### src/rtl/alu_seq_if.sv
// Operand/result bundle between the operand muxes, alu_seq and the control unit.
// The master drives operands and the request; the slave returns result, flags and status.
interface alu_seq_if;
  logic [7:0] a_i;
  logic [7:0] b_i;
  logic [3:0] op_i;
  logic       valid_i;
  logic       ready_o;
  logic [7:0] result_o;
  logic [7:0] result_hi_o;
  logic [3:0] flags_o;
  logic       valid_o;
  logic       busy_o;

  modport master (
    output a_i, b_i, op_i, valid_i,
    input  ready_o, result_o, result_hi_o, flags_o, valid_o, busy_o
  );

  modport slave (
    input  a_i, b_i, op_i, valid_i,
    output ready_o, result_o, result_hi_o, flags_o, valid_o, busy_o
  );
endinterface

### src/rtl/alu_seq.sv
// Sequential 8-bit ALU with a persistent {Z,N,C,V} status register.
// Define ALU_MUL_EN to build the 9-cycle iterative 8x8 multiplier (opcode 8).
module alu_seq (
  input logic      clk_i,
  input logic      rst_i,
  alu_seq_if.slave bus
);

  localparam logic [3:0] OP_ADD = 4'd0;
  localparam logic [3:0] OP_SUB = 4'd1;
  localparam logic [3:0] OP_AND = 4'd2;
  localparam logic [3:0] OP_OR  = 4'd3;
  localparam logic [3:0] OP_XOR = 4'd4;
  localparam logic [3:0] OP_NOT = 4'd5;
  localparam logic [3:0] OP_SHL = 4'd6;
  localparam logic [3:0] OP_SHR = 4'd7;
`ifdef ALU_MUL_EN
  localparam logic [3:0] OP_MUL = 4'd8;
`endif

`ifdef ALU_MUL_EN
  typedef enum logic [0:0] {
    ST_IDLE = 1'b0,
    ST_MUL  = 1'b1
  } state_t;
`else
  typedef enum logic [0:0] {
    ST_IDLE = 1'b0
  } state_t;
`endif

  state_t     state_r;
  logic [7:0] result_r;
  logic [7:0] result_hi_r;
  logic [3:0] flags_r;
  logic       valid_r;
  logic       busy_r;
  logic       ready_s;
  logic       accept_s;

  logic [8:0] sum_s;
  logic [8:0] diff_s;
  logic [7:0] alu_res_s;
  logic       alu_c_s;
  logic       alu_v_s;

`ifdef ALU_MUL_EN
  logic [7:0]  mcand_r;
  logic [7:0]  mplier_r;
  logic [15:0] acc_r;
  logic [2:0]  cnt_r;
  logic [15:0] acc_next_s;
`endif

  function automatic logic [3:0] pack_flags(input logic [7:0] res,
                                            input logic       c,
                                            input logic       v);
    return {(res == 8'h00), res[7], c, v};
  endfunction

  function automatic logic add_ovf(input logic [7:0] a, input logic [7:0] b,
                                   input logic [7:0] r);
    return (a[7] == b[7]) && (r[7] != a[7]);
  endfunction

  function automatic logic sub_ovf(input logic [7:0] a, input logic [7:0] b,
                                   input logic [7:0] r);
    return (a[7] != b[7]) && (r[7] != a[7]);
  endfunction

  // ready depends only on state and reset, never on valid_i
`ifdef ALU_MUL_EN
  assign ready_s = !rst_i && (state_r == ST_IDLE);
`else
  assign ready_s = !rst_i;
`endif
  assign accept_s = bus.valid_i && ready_s;

  assign sum_s  = {1'b0, bus.a_i} + {1'b0, bus.b_i};
  assign diff_s = {1'b0, bus.a_i} - {1'b0, bus.b_i};

  // Single-cycle result and carry/overflow selection
  always_comb begin
    alu_res_s = bus.a_i;
    alu_c_s   = 1'b0;
    alu_v_s   = 1'b0;
    case (bus.op_i)
      OP_ADD: begin
        alu_res_s = sum_s[7:0];
        alu_c_s   = sum_s[8];
        alu_v_s   = add_ovf(bus.a_i, bus.b_i, sum_s[7:0]);
      end
      OP_SUB: begin
        alu_res_s = diff_s[7:0];
        alu_c_s   = diff_s[8];
        alu_v_s   = sub_ovf(bus.a_i, bus.b_i, diff_s[7:0]);
      end
      OP_AND: alu_res_s = bus.a_i & bus.b_i;
      OP_OR:  alu_res_s = bus.a_i | bus.b_i;
      OP_XOR: alu_res_s = bus.a_i ^ bus.b_i;
      OP_NOT: alu_res_s = ~bus.a_i;
      OP_SHL: begin
        alu_res_s = {bus.a_i[6:0], 1'b0};
        alu_c_s   = bus.a_i[7];
      end
      OP_SHR: begin
        alu_res_s = {1'b0, bus.a_i[7:1]};
        alu_c_s   = bus.a_i[0];
      end
      default: begin
        alu_res_s = bus.a_i;
        alu_c_s   = 1'b0;
        alu_v_s   = 1'b0;
      end
    endcase
  end

`ifdef ALU_MUL_EN
  // One shift-add step on multiplier bit [cnt_r]
  always_comb begin
    acc_next_s = acc_r;
    if (mplier_r[cnt_r]) begin
      acc_next_s = acc_r + ({8'h00, mcand_r} << cnt_r);
    end else begin
      acc_next_s = acc_r;
    end
  end
`endif

  // Control FSM with registered result, status and handshake outputs
  always_ff @(posedge clk_i) begin
    if (rst_i) begin
      state_r     <= ST_IDLE;
      result_r    <= 8'h00;
      result_hi_r <= 8'h00;
      flags_r     <= 4'b0000;
      valid_r     <= 1'b0;
      busy_r      <= 1'b0;
`ifdef ALU_MUL_EN
      mcand_r     <= 8'h00;
      mplier_r    <= 8'h00;
      acc_r       <= 16'h0000;
      cnt_r       <= 3'd0;
`endif
    end else begin
      valid_r <= 1'b0;
      case (state_r)
        ST_IDLE: begin
          if (accept_s) begin
`ifdef ALU_MUL_EN
            if (bus.op_i == OP_MUL) begin
              mcand_r  <= bus.a_i;
              mplier_r <= bus.b_i;
              acc_r    <= 16'h0000;
              cnt_r    <= 3'd0;
              busy_r   <= 1'b1;
              state_r  <= ST_MUL;
            end else begin
              result_r    <= alu_res_s;
              result_hi_r <= 8'h00;
              flags_r     <= pack_flags(alu_res_s, alu_c_s, alu_v_s);
              valid_r     <= 1'b1;
            end
`else
            result_r    <= alu_res_s;
            result_hi_r <= 8'h00;
            flags_r     <= pack_flags(alu_res_s, alu_c_s, alu_v_s);
            valid_r     <= 1'b1;
`endif
          end
        end
`ifdef ALU_MUL_EN
        ST_MUL: begin
          acc_r <= acc_next_s;
          if (cnt_r == 3'd7) begin
            result_r    <= acc_next_s[7:0];
            result_hi_r <= acc_next_s[15:8];
            flags_r     <= pack_flags(acc_next_s[7:0], (acc_next_s[15:8] != 8'h00), 1'b0);
            valid_r     <= 1'b1;
            busy_r      <= 1'b0;
            state_r     <= ST_IDLE;
          end else begin
            cnt_r <= cnt_r + 3'd1;
          end
        end
`endif
        default: begin
          state_r <= ST_IDLE;
          busy_r  <= 1'b0;
        end
      endcase
    end
  end

  assign bus.ready_o     = ready_s;
  assign bus.result_o    = result_r;
  assign bus.result_hi_o = result_hi_r;
  assign bus.flags_o     = flags_r;
  assign bus.valid_o     = valid_r;
  assign bus.busy_o      = busy_r;

endmodule
### src/flat_wrapper.sv
// flat-port wrapper written by rule: the top's interface ports become plain ports
module alu_seq_flat 
  (clk_i, rst_i, bus_a_i, bus_b_i, bus_op_i, bus_valid_i, bus_ready_o, bus_result_o, bus_result_hi_o, bus_flags_o, bus_valid_o, bus_busy_o);
  alu_seq_if bus_i ();
  input logic clk_i;
  input logic rst_i;
  input wire logic [$bits(bus_i.a_i)-1:0] bus_a_i;
  input wire logic [$bits(bus_i.b_i)-1:0] bus_b_i;
  input wire logic [$bits(bus_i.op_i)-1:0] bus_op_i;
  input wire logic [$bits(bus_i.valid_i)-1:0] bus_valid_i;
  output wire logic [$bits(bus_i.ready_o)-1:0] bus_ready_o;
  output wire logic [$bits(bus_i.result_o)-1:0] bus_result_o;
  output wire logic [$bits(bus_i.result_hi_o)-1:0] bus_result_hi_o;
  output wire logic [$bits(bus_i.flags_o)-1:0] bus_flags_o;
  output wire logic [$bits(bus_i.valid_o)-1:0] bus_valid_o;
  output wire logic [$bits(bus_i.busy_o)-1:0] bus_busy_o;
  assign bus_i.a_i = bus_a_i;
  assign bus_i.b_i = bus_b_i;
  assign bus_i.op_i = bus_op_i;
  assign bus_i.valid_i = bus_valid_i;
  assign bus_ready_o = bus_i.ready_o;
  assign bus_result_o = bus_i.result_o;
  assign bus_result_hi_o = bus_i.result_hi_o;
  assign bus_flags_o = bus_i.flags_o;
  assign bus_valid_o = bus_i.valid_o;
  assign bus_busy_o = bus_i.busy_o;
  alu_seq u_core (.clk_i(clk_i), .rst_i(rst_i), .bus(bus_i));
endmodule
### config.mk
export PLATFORM = sky130hd
export DESIGN_NAME = alu_seq_flat
export DESIGN_NICKNAME = d
export VERILOG_FILES = /design/src/rtl/alu_seq_if.sv /design/src/rtl/alu_seq.sv /design/src/flat_wrapper.sv
export SDC_FILE = /design/constraint.sdc
export NUM_CORES = 1
export LEC_CHECK = 0
export CAP_MARGIN = 5
export CORE_MARGIN = 2
export CORE_UTILIZATION = 60
export CTS_CLUSTER_SIZE = 25
export DETAILED_ROUTE_END_ITERATION = 8
export DONT_BUFFER_PORTS = 1
export PLACE_DENSITY = 0.79
export SYNTH_ARGS = -nofsm -noshare
export SYNTH_HDL_FRONTEND = slang
export SYNTH_SLANG_ARGS = --single-unit
### constraint.sdc
create_clock -name clk_i -period 4.2 [get_ports clk_i]
set_input_delay 1.26 -clock clk_i [delete_from_list [all_inputs] [get_ports clk_i]]
set_output_delay 1.26 -clock clk_i [all_outputs]
set_load 0.01 [all_outputs]
==> results by group, run 1 <==
Place
  • Cell area after placement: 0.001932 sq mm
  • Final HPWL DP: 3.730 mm
  • # port buffers: 0
  • Routability-driven placement congestion ratio: 0.9732

Cells and area
  • N_diodes: 0
  • Commonest non-fill, non-tap cell in the layout: inv_1
  • Layout Nets: 296
  • Fraction of layout cells with a size suffix above 1: 6.122%
  • Area Overhead vs Synth: -2.679%
  • Post-route cell area: 0.001954 sq mm
  • Top library cells by usage in the layout, fill and taps aside: inv_1 (25), ha_1 (24), nor2_1 (17)
  • Fill count: 297

Setup path
  • Crit path cell chain: ha_1 > fa_1 > mux4_2 > nand2_1 > o21ai_1 > mux2_2 > nand4b_1 > or4_1 > o21ai_1
  • Required time at the worst-slack endpoint: 4.41 ns
  • CP endpoint kind: flip-flop
  • Most used cell along the critical path: o21ai_1
  • Category of the worst setup path launch point: primary input
  • Arrival time at the worst endpoint: 3.50 ns
  • Cell family with most CP delay: multiplexers
  • Max FO, Critical Path: 3
  • Number of buffers and inverters on the critical path: 0
  • Stage delay of the slowest cell on the critical path: 0.45 ns
  • Crit-path slowest cell: mux4_2
  • Critical Setup Path Class: primary input to flip-flop

CTS
  • Clock tree from TritonCTS: built
  • Clock sink total: 12
  • Number of hold buffers added after cts: 0
  • Total clock buffers created by CTS: 3
  • Number of instances resized during post-cts repair: 0
  • Clock H-tree levels: 1
  • Clock-pin transition on the worst setup and hold timing paths: 0.07 ns
  • Clock Root Buffer: clkbuf_4
  • Clock tree buffer depth: 2
  • Post-CTS Setup Inserts: 0
  • Clock insertion delay at the later pin of the skew report: 0.27 ns

Timing
  • Slew at the pin closest to its max-slew limit: 0.8927 ns
  • RSZ-0062 raised after global routing: false
  • Maximum achievable frequency: 304.1 MHz
  • Fraction of the cycle the final worst path needs: around four fifths
  • Max-slew violation total from the final report: 0
  • Setup TNS: 0 ns
  • Worst slew margin relative to its limit: approximately two fifths
  • Worst setup skew after layout: 0 ns
  • Min Clock Period, post-route: 3.288 ns
  • Number of hold-slack violations in the final timing report: 0
  • Finish-stage setup viols: 0

Global routing
  • Overall overflow remaining after global route: 0
  • Initial antenna violation count: 0
  • Wire length of the first global-routing pass: 7.410 mm
  • Pin count of the biggest net entering global routing: 28
  • Via count of the first global-routing pass: approximately 1.6k
  • Total GRT Usage: 25.62%

Floorplanning
  • Area enclosed by the die boundary: 0.003825 sq mm
  • Boundary Pins: 46
  • Standard cell core area: 0.003284 sq mm
  • Effective utilization at floorplan: 61.14%
  • Number of placement rows: 21
  • Die Height: 61.85 um
  • Die Wd: 61.85 um

Synthesis
  • Part of the Yosys area used for sequential elements: 11.96%
  • Gate count of the mapped netlist: 260
  • Unique cell type count in the Yosys netlist: 60
  • Flip-flop and latch count after synthesis: 12
  • Top_reg_cell synth: dfxtp_1
  • Yosys warning count: 0
  • Post-synthesis cell area: 0.002008 sq mm
  • Avg Synthesized Cell Area: 7.724 sq um
  • Number of enable-type register cells in the synthesized netlist: 0
  • Async set-or-reset flop fraction in the synthesized netlist: 0%

Worst hold path
  • Worst hold-check path type: flip-flop to flip-flop

Status
  • Result of the run: completed

Detailed routing
  • Number of violations reported at the end of detailed-routing iteration 0: between 150 and 200
  • Post-route DRC: 0
  • Detailed Route WL: 4.879 mm
  • Wire length per cell: ~17 um
  • Count of nets left with antenna violations after detail routing: 0
  • Via density: 6.416
  • Vias after detailed routing: between 1.5k and 2k
  • First-pass DRT Iterations: 4

Power
  • P_leak: approximately 0.84 nW
  • VDD IR max: about 0.00012 V
  • Power per Cell Area: roughly 190 mW/mm^2

Flow run
  • Max-Cap Viols: 0
flip-flops by register name, indices dropped and copies added (netlist names):
| signal | cells |
|---|---|
| u_core.bus.flags_o | 4 |
| u_core.bus.result_o | 7 |
| u_core.bus.valid_o | 1 |
cell families (layout without fill, tap and decap cells):
family | count (synthesis) | after routing | share of synthesized area, %
buf+inv | 52 | 29 | 13.02
mux | 13 | 13 | 7.913
xor+xnor | 5 | 5 | 2.181
simple gates | 80 | 80 | 20.81
compound gates | 71 | 71 | 26.98
fa+ha+maj | 26 | 26 | 16.95
flops | 12 | 12 | 11.96
other cells | 1 | 9 | 0.1867
cell type report:
cell class / count / area [sq um] / area share (%)
clock buffer: 3 / 22.52 / 1.152
multi-input combinational: 204 / 1536 / 78.62
inverter: 26 / 97.59 / 4.994
sequential: 12 / 240.2 / 12.29
tap: 46 / 57.56 / 2.945
final timing paths:
| check | startpoint | end | slack, ns | depth (start not counted) |
|---|---|---|---|---|
| max reg2reg | u_core.bus.result_o[0] | u_core.bus.result_o[0] | 3.38 | 3 |
| max | bus_b_i[0] | u_core.bus.flags_o[3] | 0.91 | 9 |
| min reg2reg | u_core.bus.flags_o[3] | u_core.bus.flags_o[3] | 0.51 | 2 |
| min | u_core.bus.flags_o[3] | u_core.bus.flags_o[3] | 0.51 | 2 |
worst min-delay path, stage by stage (launching register included):
cell and delay [ns]:
dfxtp_1 0.35, nand2_1 0.07, o21ai_1 0.05
cell usage after synthesis, types with 4 or more instances:
master,count,area share [%]
ha_1,24,15
nand3_1,9,2.2
mux2i_1,8,4.0
nand2_1,13,2.4
nor2b_1,8,2.5
nand2b_1,5,1.6
or3_1,4,1.2
a21oi_1,12,3.0
clkbuf_1,6,1.1
inv_1,25,4.7
a21o_1,4,1.5
nor2_1,17,3.2
o21ai_0,10,2.5
buf_2,5,1.2
buf_4,14,5.2
dfxtp_1,12,12
a211oi_1,4,1.5
nor3_1,8,2.0
per-stage QoR:
| stage | instances | hold WS, ns | total power, W | setup slack [ns] | utilization (%) |
|---|---|---|---|---|---|
| CTS | 291 | 0.5089 | 0.0003636 | 0.9202 | 59.50 |
| detailed placement | 288 | 0.5012 | 0.0002952 | 0.6368 | 58.82 |
| global route | 291 | 0.5416 | 0.0003914 | 0.8094 | 59.50 |
| global placement | 288 | 0.4949 | 0.0002933 | 0.7029 | 58.82 |
| finish | 291 | 0.5064 | 0.0003663 | 0.9121 | 59.50 |
| floorplan | 268 | 0.4695 | 0.0002901 | 0.7763 | - |
power by group:
group          switching [W]  total [W]  internal (W)  leakage (nW)
combinational      0.0000919   0.000167     0.0000749         0.731
sequential        0.00000827   0.000129      0.000121        0.0988
clock              0.0000371  0.0000704     0.0000332        0.0138
total               0.000137   0.000366      0.000229         0.843
metal layers:
metal  part of all wire [%]  track usage [%]  routed length [um]  vias up
met5                      0                0                   0        -
li1                       -                -                   -      902
met4                    1.1            4.863                  53        0
met3                    9.6            4.141                 468        6
met1                     43            37.24                2117      864
met2                     46            40.15                2240       95
Power figures use the tool's default switching activity.
==> run 2: changes to the inputs <==
CORE_UTILIZATION = 59   (was 60)
PLACE_DENSITY = 0.81   (was 0.79)
clock period = 2.8 ns   (was 4.2 ns; I/O delays follow)
==> run 2 against run 1 <==
- the flow now finishes with violations (negative setup slack)
- first-iteration DRC count down 2.1%
- combinational power is 85% higher
- non-clock buffer count rose by 30
- design area increased by 13%
- final cell count rose by 11%
- critical endpoint unchanged
- clock power increased by 93%
- via count rose by 8.9%
- worst hold slack gained 0.0076 ns
- total power up 74%
- global-route usage grew 2.3 points
- sequential share of layout area shrank 1.4 points
- clock skew unchanged
==> results by group, run 2 (synthesis results as in run 1) <==
Status
  • Result of the run: finished with violations
  • Violations in the final reports: negative setup slack

Global routing
  • Overall overflow remaining after global route: 0
  • Initial antenna violation count: 0
  • Via count of the first global-routing pass: around 1.9k
  • Wire length of the first global-routing pass: 9.045 mm
  • Total GRT Usage: 27.90%
  • Pin count of the biggest net entering global routing: 28

Power
  • VDD IR max: 0.0002002 V
  • P_leak: around 1.0 nW
  • Power per Cell Area: 289.9 mW/mm^2

Cells and area
  • Post-route cell area: 0.002203 sq mm
  • Area Overhead vs Synth: 9.719%
  • Commonest non-fill, non-tap cell in the layout: buf_4
  • Fill count: 288
  • Max reg flops: 7
  • Area occupied by registers: between 200 and 250 sq um
  • N_diodes: 0
  • Fraction of layout cells with a size suffix above 1: a little under a fifth
  • Area occupied by multi-input gates: about 0.0015 sq mm
  • Layout Nets: 326
  • Top library cells by usage in the layout, fill and taps aside: buf_4 (30), inv_1 (25), ha_1 (22)

Timing
  • Maximum achievable frequency: 352.7 MHz
  • RSZ-0062 raised after global routing: true
  • Number of hold-slack violations in the final timing report: 0
  • Fraction of the cycle the final worst path needs: 101.3%
  • Min Clock Period, post-route: 2.835 ns
  • Final Hold Slack: 0.5140 ns
  • Max-slew violation total from the final report: 0
  • Minimum setup slack in the final design: -0.03521 ns
  • Setup TNS: -0.03521 ns
  • Finish-stage setup viols: 1
  • Worst setup skew after layout: 0 ns

Detailed routing
  • Wire length per cell: between 15 and 20 um
  • Met3 wire len: 481 um
  • Routed met2 length: 2.584 mm
  • Number of violations reported at the end of detailed-routing iteration 0: 184
  • Detailed Route WL: 5.471 mm
  • Uppermost signal routing layer after detailed routing: met4
  • Via density: 6.314
  • Post-route DRC: 0
  • First-pass DRT Iterations: 5
  • Count of nets left with antenna violations after detail routing: 0
  • Metal1 wirelength: about 2.3 mm
  • Vias after detailed routing: 2033

Place
  • Cell area after placement: 0.002152 sq mm
  • # port buffers: 0
  • Routability-driven placement congestion ratio: a little over 1
  • Final HPWL DP: 4.084 mm

Floorplanning
  • Number of placement rows: 21
  • Die Wd: 62.34 um
  • Area enclosed by the die boundary: 0.003886 sq mm
  • Standard cell core area: 0.003311 sq mm
  • Die Height: 62.34 um
  • Effective utilization at floorplan: around three fifths
  • Boundary Pins: 46

Setup path
  • Critical Setup Path Class: primary input to flip-flop
  • Arrival time at the worst endpoint: 3.05 ns
  • CP endpoint kind: flip-flop
  • Category of the worst setup path launch point: primary input
  • Max FO, Critical Path: 3
  • Required time at the worst-slack endpoint: between 3 and 4 ns

CTS
  • Clock sink total: 12
  • Clock-pin transition on the worst setup and hold timing paths: 0.07 ns
  • Clock tree buffer depth: 2
  • Total clock buffers created by CTS: 3
  • Clock tree from TritonCTS: built
  • Number of hold buffers added after cts: 0
  • Clock Root Buffer: clkbuf_4
  • Clock insertion delay at the later pin of the skew report: about 0.27 ns
  • Clock H-tree levels: 1

Worst hold path
  • Worst hold-check path type: flip-flop to flip-flop

Flow run
  • Max-Cap Viols: 0
[run 2: cell types whose count changed in the layout (fill, tap and decap cells not counted)]
cell,previous run,this run
buf_4,0,30
clkbuf_8,0,1
fa_1,2,1
fa_2,0,1
ha_1,24,22
ha_2,0,2
nor2b_1,8,7
nor2b_2,0,1
[run 2: critical path, stage by stage]
cell and delay [ns]:
ha_2 0.17, fa_1 0.44, mux4_2 0.47, nand2_1 0.08, o21ai_1 0.06, mux2_2 0.27
nand4b_1 0.19, or4_1 0.42, o21ai_1 0.12
[run 2: power by group]
group	switching (W)	internal (W)	leakage [nW]	total, W
sequential	0.0000123	0.000181	0.0988	0.000194
combinational	0.000154	0.000156	0.876	0.000309
clock	0.0000569	0.0000791	0.0210	0.000136
[run 2: layer usage]
layer | vias up | track usage (%)
met1 | 944 | 37.68
met2 | 115 | 46.60
met5 | - | 0
li1 | 956 | -
met4 | 0 | 7.778
met3 | 18 | 3.986
[run 2: layout make-up]
class,count,share of cell area (%)
multi-input cells,204,70.19
flip-flops and latches,12,10.90
repair buffers,30,10.22
inverters,26,4.429
well taps,46,2.612
clock buffers,4,1.647
[run 2: path summary, 6_finish.rpt]
check / from / to / slack (ns) / depth (start not counted)
max: bus_b_i[0] / u_core.bus.flags_o[3] / -0.04 / 9
min: u_core.bus.flags_o[3] / u_core.bus.flags_o[3] / 0.51 / 2
max reg2reg: u_core.bus.result_o[0] / u_core.bus.result_o[0] / 1.95 / 3
min reg2reg: u_core.bus.flags_o[3] / u_core.bus.flags_o[3] / 0.51 / 2
[run 2: timing repair]
action	4_1_cts	5_1_grt
buffers inserted	0	1
pin swaps	0	1
resized for setup	0	3
setup endpoints to repair	1	2
[run 2: stage by stage]
step	setup slack, ns	util (%)	std cells	total power [W]
after floorplan	-0.1665	-	268	0.0004352
after global placement	-0.2415	65.00	317	0.0004885
after detailed placement	-0.2952	65.00	317	0.0004951
after CTS	-0.008631	66.10	321	0.0006296
after global routing	-0.1282	66.55	322	0.0006787
final	-0.03521	66.55	322	0.0006387
==> variant, RTL diff (flow settings as in run 2) <==
Add a define of `ALU_MUL_EN`.
--- a/src/rtl/alu_seq.sv
+++ b/src/rtl/alu_seq.sv
@@ -2,2 +2,4 @@
 // Define ALU_MUL_EN to build the 9-cycle iterative 8x8 multiplier (opcode 8).
+`define ALU_MUL_EN
+
 module alu_seq (
Check against the original RTL: not equivalent (a bounded check fails within 4 cycles, from zero or initial values and one cycle with rst_i high).
==> variant against run 2 <==
  * The run still ends with setup timing left
  * Hold slack got worse by 0.057 ns
  * Final area rose to 2.9 times the old value
  * Synthesized area rose by 140%
  * Die area rose by 130%
  * Global-route usage rose by 8.8 points
  * Sequential power rose to 4.3 times the old value
  * Setup slack got worse by 0.41 ns
  * Routed wire length rose to 3.3 times the old value
  * Utilization rose by 13 points
  * Sequential cell count rose by 45
  * Clock skew rose by 0.0099 ns
  * Total power rose to 3.1 times the old value
  * Largest cell class unchanged
  * Largest power group is now sequential cells
==> variant: results <==
set metrics [dict create \
    arrival_ns 3.50 \
    multi_input_cells 521 \
    powerComb_mw 0.363 \
    leakagePower_nw 2.653 \
    met2_length_um 8491 \
    synth_compound_area_frac 0.2601 \
    setup_viol 24 \
    clock_skew_ns 0.009884 \
    dp_slack_ns -0.2944 \
    met3_usage 0.06640 \
    power.density_nw_per_um2 309.2 \
    layout_setup_ws_ns -0.4418 \
    wl_met3_um 1756 \
    syn_area_per_cell_sq_um 7.482 \
    clkbuf_count 11 \
    buffers 100 \
    whs_ns 0.4571 \
    cp_max_fo 8 \
    drive_gt1_frac 0.3004 \
    seqAreaFraction 0.1781 \
    htree_levels 3 \
    avgRoutedWirePerCell_um 21.62 \
    synth_adder_area_share 0.1246 \
    layout.nets 794 \
    synth.top_cells.by_area "dfxtp_1 23%, ha_1 11%, nand2_1 7.1%" \
    cpMostUsedCell "nor3_1" \
    critPathTopFamily "simple AND/OR/NAND/NOR gates" \
    n_all_inverters 35 \
    violations "setup timing" \
    ys_types 71 \
    max-vdd-ir-drop_uv 310.5 \
    cts_root_buf "clkbuf_8" \
    status "finished, violations left" \
    buffer_area_frac 0.1215 \
    num-fill-cells 509 \
    place_area_sq_um 5564 \
    grt_pass1_vias 5134 \
]
## variant: cell types whose count changed after synthesis, sizes merged, moves of 18 or more
| cell | run 2 | this run |
|---|---|---|
| ha | 24 | 44 |
| clkbuf | 6 | 27 |
| a21oi | 12 | 67 |
| nor2 | 17 | 62 |
| nand2 | 13 | 93 |
| o21ai | 13 | 31 |
| dfxtp | 12 | 57 |
## variant: what timing repair did
item | in CTS | in global routing
pin swaps | 22 | 43
endpoints found under the setup margin | 23 | 24
gates resized for setup | 50 | 61
setup buffers | 7 | 8
## variant: final timing paths
| path | cells after the start | from | end |
|---|---|---|---|
| setup / recovery | 11 | u_core.cnt_r[0] | u_core.bus.flags_o[3] |
| setup reg to reg | 11 | u_core.cnt_r[0] | u_core.bus.flags_o[3] |
| hold / removal | 2 | u_core.mplier_r[4] | u_core.mplier_r[4] |
| hold reg to reg | 2 | u_core.mplier_r[4] | u_core.mplier_r[4] |
